`src/rtl/fp_mult_pipe.sv`:
```
// fp_mult_pipe: 3-stage pipelined floating-point multiplier with a valid/ready
// stream interface and a single global stall.
//
// Ports:
//   clk, rst             clock, synchronous active-high reset
//   in_valid / in_ready  operand handshake (in_ready = ~stall)
//   a, b                 operands {sign, exp[EXP_W], frac[MAN_W]}
//   out_valid/out_ready  result handshake
//   out                  product
//   flags                {invalid, overflow, underflow, inexact}, aligned with out
//
// Stages: S1 unpack/classify/exponent sum, S2 mantissa product,
//         S3 normalise/round/range-check/pack (output register).
// Subnormal inputs are treated as zero; underflowing results flush to zero.
//
// Optional macro FP_MULT_RNE_EN: when defined, round-to-nearest-even and
// overflow to infinity. When undefined (default), truncation and overflow
// saturates to the largest finite magnitude.
module fp_mult_pipe #(
    parameter int EXP_W = 8,
    parameter int MAN_W = 23,
    parameter int W     = EXP_W + MAN_W + 1
) (
    input  logic         clk,
    input  logic         rst,
    input  logic         in_valid,
    output logic         in_ready,
    input  logic [W-1:0] a,
    input  logic [W-1:0] b,
    output logic         out_valid,
    input  logic         out_ready,
    output logic [W-1:0] out,
    output logic [3:0]   flags
);
    localparam int STAGES = 3;
    localparam int EW     = EXP_W + 2;       // signed exponent width inside the pipe
    localparam int PW     = 2 * MAN_W + 2;   // mantissa product width
    localparam logic signed [EW-1:0] BIAS    = EW'((1 << (EXP_W - 1)) - 1);
    localparam logic signed [EW-1:0] EXP_MAX = EW'((1 << EXP_W) - 1);
    localparam logic [EXP_W-1:0]     EXP_ONES = '1;
    localparam logic [EXP_W-1:0]     EXP_BIG  = {{(EXP_W-1){1'b1}}, 1'b0};

    typedef enum logic [1:0] {K_NORM, K_NAN, K_INF, K_ZERO} kind_t;

    logic [STAGES:1] vld_pipe;
    logic            stall;
    logic            accept;

    assign out_valid = vld_pipe[STAGES];
    assign stall     = out_valid & ~out_ready;
    assign in_ready  = ~stall;
    assign accept    = in_valid & in_ready;

    // ---------------- S1: unpack and classify ----------------
    logic [EXP_W-1:0] ea, eb;
    logic [MAN_W-1:0] fa, fb;
    logic             a_nan, b_nan, a_inf, b_inf, a_zero, b_zero;
    kind_t            kind_d;

    assign ea     = a[W-2 -: EXP_W];
    assign eb     = b[W-2 -: EXP_W];
    assign fa     = a[MAN_W-1:0];
    assign fb     = b[MAN_W-1:0];
    assign a_nan  = (ea == EXP_ONES) && (fa != '0);
    assign b_nan  = (eb == EXP_ONES) && (fb != '0);
    assign a_inf  = (ea == EXP_ONES) && (fa == '0);
    assign b_inf  = (eb == EXP_ONES) && (fb == '0);
    assign a_zero = (ea == '0);   // subnormals count as zero
    assign b_zero = (eb == '0);

    always_comb begin
        kind_d = K_NORM;
        if (a_nan | b_nan)
            kind_d = K_NAN;
        else if ((a_zero & b_inf) | (a_inf & b_zero))
            kind_d = K_NAN;
        else if (a_inf | b_inf)
            kind_d = K_INF;
        else if (a_zero | b_zero)
            kind_d = K_ZERO;
    end

    kind_t                  s1_kind, s2_kind;
    logic                   s1_sign, s2_sign;
    logic signed [EW-1:0]   s1_exp, s2_exp;
    logic        [MAN_W:0]  s1_ma, s1_mb;
    logic        [PW-1:0]   s2_prod;

    // ---------------- S3: normalise, round, pack ----------------
    logic        [PW-1:0]    norm;
    logic        [MAN_W-1:0] frac;
    logic                    guard, sticky, rnd_up, carry;
    logic        [MAN_W:0]   frac_r;
    logic signed [EW-1:0]    exp_n;
    logic        [W-1:0]     out_d;
    logic        [3:0]       flags_d;

    always_comb begin
        // Product of two [1,2) mantissas lies in [1,4); align so the leading one is at PW-1.
        norm   = s2_prod[PW-1] ? s2_prod : (s2_prod << 1);
        frac   = norm[PW-2 -: MAN_W];
        guard  = norm[PW-2-MAN_W];
        sticky = |norm[PW-3-MAN_W:0];
`ifdef FP_MULT_RNE_EN
        rnd_up = guard & (sticky | frac[0]);
`else
        rnd_up = 1'b0;
`endif
        frac_r = {1'b0, frac} + (MAN_W+1)'(rnd_up);
        // Carry out of the fraction means 1.11..1 rounded to 10.0: fraction is already 0.
        carry  = frac_r[MAN_W];
        exp_n  = s2_exp + EW'(s2_prod[PW-1]) + EW'(carry);

        out_d   = '0;
        flags_d = '0;
        case (s2_kind)
            K_NAN: begin
                out_d   = {1'b0, EXP_ONES, 1'b1, {(MAN_W-1){1'b0}}};
                flags_d = 4'b1000;
            end
            K_INF:  out_d = {s2_sign, EXP_ONES, {MAN_W{1'b0}}};
            K_ZERO: out_d = {s2_sign, {(W-1){1'b0}}};
            default: begin
                if (exp_n >= EXP_MAX) begin
`ifdef FP_MULT_RNE_EN
                    out_d = {s2_sign, EXP_ONES, {MAN_W{1'b0}}};
`else
                    out_d = {s2_sign, EXP_BIG, {MAN_W{1'b1}}};
`endif
                    flags_d = 4'b0101;
                end else if (exp_n <= 0) begin
                    out_d   = {s2_sign, {(W-1){1'b0}}};
                    flags_d = 4'b0011;
                end else begin
                    out_d   = {s2_sign, exp_n[EXP_W-1:0], frac_r[MAN_W-1:0]};
                    flags_d = {3'b000, guard | sticky};
                end
            end
        endcase
    end

    // ---------------- pipeline registers ----------------
    always_ff @(posedge clk) begin
        if (rst) begin
            vld_pipe <= '0;
            out      <= '0;
            flags    <= '0;
        end else if (!stall) begin
            vld_pipe <= {vld_pipe[STAGES-1:1], accept};
            // S1
            s1_kind  <= kind_d;
            s1_sign  <= a[W-1] ^ b[W-1];
            s1_exp   <= $signed({2'b00, ea}) + $signed({2'b00, eb}) - BIAS;
            s1_ma    <= {1'b1, fa};
            s1_mb    <= {1'b1, fb};
            // S2
            s2_kind  <= s1_kind;
            s2_sign  <= s1_sign;
            s2_exp   <= s1_exp;
            s2_prod  <= PW'(s1_ma) * PW'(s1_mb);
            // S3: only a real result replaces the held output
            if (vld_pipe[2]) begin
                out   <= out_d;
                flags <= flags_d;
            end
        end
    end
endmodule

```
`config.mk`:
```
export PLATFORM = sky130hd
export DESIGN_NAME = fp_mult_pipe
export DESIGN_NICKNAME = d
export VERILOG_FILES = /design/src/rtl/fp_mult_pipe.sv
export SDC_FILE = /design/constraint.sdc
export NUM_CORES = 2
export LEC_CHECK = 0
export CAP_MARGIN = 10
export CORE_MARGIN = 10
export CORE_UTILIZATION = 30
export CTS_BUF_LIST = sky130_fd_sc_hd__clkbuf_4 sky130_fd_sc_hd__clkbuf_8 sky130_fd_sc_hd__clkbuf_16
export DETAILED_ROUTE_END_ITERATION = 12
export SYNTH_ARGS = -nofsm -noshare
export SYNTH_HDL_FRONTEND = slang
export SYNTH_SLANG_ARGS = --single-unit
```
`constraint.sdc`:
```
create_clock -name clk -period 8.1 [get_ports clk]
set_input_delay 2.025 -clock clk [delete_from_list [all_inputs] [get_ports clk]]
set_output_delay 2.025 -clock clk [all_outputs]
set_load 0.05 [all_outputs]
```
==> metrics <==
number of nets in the finished design=3414; Rows=between 100 and 150; Initial Utilization=0.303; TritonCTS clock tree=yes; First DRT Iteration DRCs=approximately 1100; global-route wire length before repair=107 mm; core footprint=approximately 82000 µm²; number of antenna violations at the first check in global routing=1; maximum clock rate=about 130 MHz; relative area change from synthesis to final layout=12.5%; Finished Cell Area=28000 µm²; I/O Pins=106; slowest library cell on the worst path=edfxtp_1; Crit path required time=8.32 ns; final global-route overflow total=0; clock tree root buffer cell=clkbuf_16; horizontal die dimension=just over 300 µm; number of enable flip-flop cells after synthesis=120; via count=around 17000; Synth Net Count=3330; fin crit share=0.917; RSZ-0062 raised after global routing=false; chip height=just over 300 µm; number of clock buffers inserted by TritonCTS=17; wire length reported by the detailed router=roughly 68 mm; number of global-route vias before repair=about 19000; standard cell area after detailed placement=roughly 27000 µm²; proportion of synthesized chip area in sequential cells=0.176; type of the most critical hold path=flip-flop to flip-flop; filler cell count=roughly 8500; most repeated library cell on the critical path=fa_1; arrival time reported for the critical path endpoint=around 7.7 ns; post-route setup TNS=0 ns; top cells by instance count after synthesis=inv_1 (592), fa_1 (483), nand2_1 (340), and2_1 (246), ha_1 (194); maximum level of the CTS H-tree=4; pin count of the biggest net entering global routing=approximately 120; number of storage elements in the synthesis netlist=about 160; critical-path maximum fanout=13; synthesized instance count=2585; number of detailed-route iterations in the first pass=5; Critical Path Source Type=flip-flop; Reg clk slew, reported paths=approximately 0.07 ns; largest area contributor in the netlist=fa_1; # Max-Cap Violations=0; hold-fix buffer count after cts=0; GP Congestion=around 0.89; syn_area_per_cell=approximately 9.6 µm²; maximum clock insertion buffer count=2; drc violations=0; clk sinks=159; insertion delay of the later-clocked pin in the worst-skew pair=0.48 ns; area used by sequential logic in the layout=4380 µm²; post-CTS setup repair buffer count=0; CTS-repair resized insts=0; clock skew=between 0.015 and 0.02 ns; max-slew violation total from the final report=0; number of warnings printed during yosys synthesis=0; area occupied by multi-input gates=17900 µm²; fraction of post-synthesis cell area in the top cell type by area=0.388; critical path start-end classification=flip-flop to flip-flop; number of library cell types mapped by synthesis=65; max_slew headroom=0.253; Final Hold Viols=0; Setup violations, final=0; die outline area=around 95000 µm²; min cycle time layout=~7.4 ns; most used standard cell by instance count after synthesis=inv_1; Most used DFF post-synth=edfxtp_1; total global routing track utilization=0.147; cells along the critical path=buf_4 > nand2_1 > fa_1 > inv_1 > fa_1 > inv_1 > fa_1 > inv_1 > fa_1 > fa_1 > fa_1 > inv_1 > fa_1 > inv_1 > ha_1 > a211oi_2 > o21ai_1 > a221oi_2 > o211ai_2 > o311a_4 > a31o_4 > a21oi_2 > o211ai_1; top cells by area, synth=fa_1 (39%), edfxtp_1 (14%), ha_1 (9.7%); half-perimeter wire length after detailed placement=56.1 mm; CP max stage delay=0.78 ns; count of inserted antenna diode cells=0; critical path endpoint category=flip-flop; detailed-route vias per instance=approximately 4.6; count of antenna-violating nets left after detailed routing=0; quantity of I/O buffers inserted on ports=approximately 110; Netlist Area Pre-Place=24900 µm²; FFs w/ async S/R, synth=0; layout cell share with drive strength beyond 1=0.0544; worst slew pin tran=1.12 ns; per-cell routed wire length=18.0 µm; outcome=completed
per-layer routing:
metal,track usage,part of all wire,vias up
li1,-,-,8029
met1,0.195,0.44,8745
met2,0.238,0.46,526
met3,0.0354,0.077,60
met4,0.0390,0.018,0
met5,0,0,-
state kept, by name (all words and copies together), names as in the netlist:
register,count
s1_kind,2
s1_mb,23
s2_exp,10
s1_ma,23
flags,4
s1_sign,1
s2_prod,48
vld_pipe,3
s1_exp,10
s2_sign,1
s2_kind,2
out,32
final cells by class:
type | instances | area share
multi-input cells | 1721 | 0.638
well taps | 1070 | 0.0477
clock inverters | 13 | 0.00558
clock buffers | 19 | 0.0157
repair buffers | 175 | 0.0567
flip-flops and latches | 159 | 0.156
inverters | 595 | 0.0796
worst max-delay path: cells and delay by family (launching register included):
family | cells | cell delay (ns)
flip-flops | 1 | 0.78
AO/OA/AOI/OAI | 8 | 1.82
buffers and inverters | 6 | 0.61
adder cells (fa/ha/maj) | 8 | 3.83
AND/OR/NAND/NOR | 1 | 0.10
metrics by stage:
step	instances	utilization	hold WS, ns	worst slack, ns
finish	3752	0.341	0.420	0.673
global route	3752	0.341	0.429	0.342
floorplan	2585	-	0.400	1.27
CTS	3752	0.341	0.420	0.674
detailed placement	3720	0.334	0.405	0.678
global placement	3720	0.334	0.404	0.735
worst paths after layout:
| path | from | to | slack (ns) | depth (start not counted) |
|---|---|---|---|---|
| max | s1_mb[4] | s2_prod[47] | 0.67 | 23 |
| min | s1_exp[7] | s2_exp[7] | 0.42 | 0 |
| max reg2reg | s1_mb[4] | s2_prod[47] | 0.67 | 23 |
| min reg2reg | s1_exp[7] | s2_exp[7] | 0.42 | 0 |
cells in the final DEF (no fill, tap or decap), drive strengths merged, types with 4 or more instances in the layout:
master         synthesis  routed
a211oi                 8       8
a21o                  16      16
a21oi                 57      57
a221oi                 7       7
a31o                   4       4
a31oi                 30      30
and2                 246     246
and3                   6       6
and4                   4       4
buf                    3      70
clkbuf               107      19
clkdlybuf4s50          0     105
clkinv                 3       6
dfxtp                 39      39
edfxtp               120     120
fa                   483     483
ha                   194     194
inv                  592     597
mux2                  22      22
nand2                340     340
nand2b                 4       4
nand3                 23      23
nand4                 13      13
nor2                  82      82
nor2b                  6       6
nor3                  18      18
nor4                  17      17
o211ai                 5       5
o21a                   6       6
o21ai                 36      36
o21bai                 6       6
o41ai                  4       4
or3                    4       4
xnor2                 37      37
xor2                  15      15
kinds of logic (layout without fill, tap and decap cells):
group                    Yosys count  count (layout)  synth area share
flip-flops                       159             159             0.176
adder cells (fa/ha/maj)          677             677             0.485
buffers and inverters            705             802             0.107
multiplexers                      25              25            0.0111
AO/OA/AOI/OAI                    197             197            0.0532
XOR/XNOR                          52              52            0.0183
AND/OR/NAND/NOR                  770             770             0.150
Power is left out: the tool's default activity adds up to more than one toggle a clock period on the data nets, which glitch-free logic cannot reach.
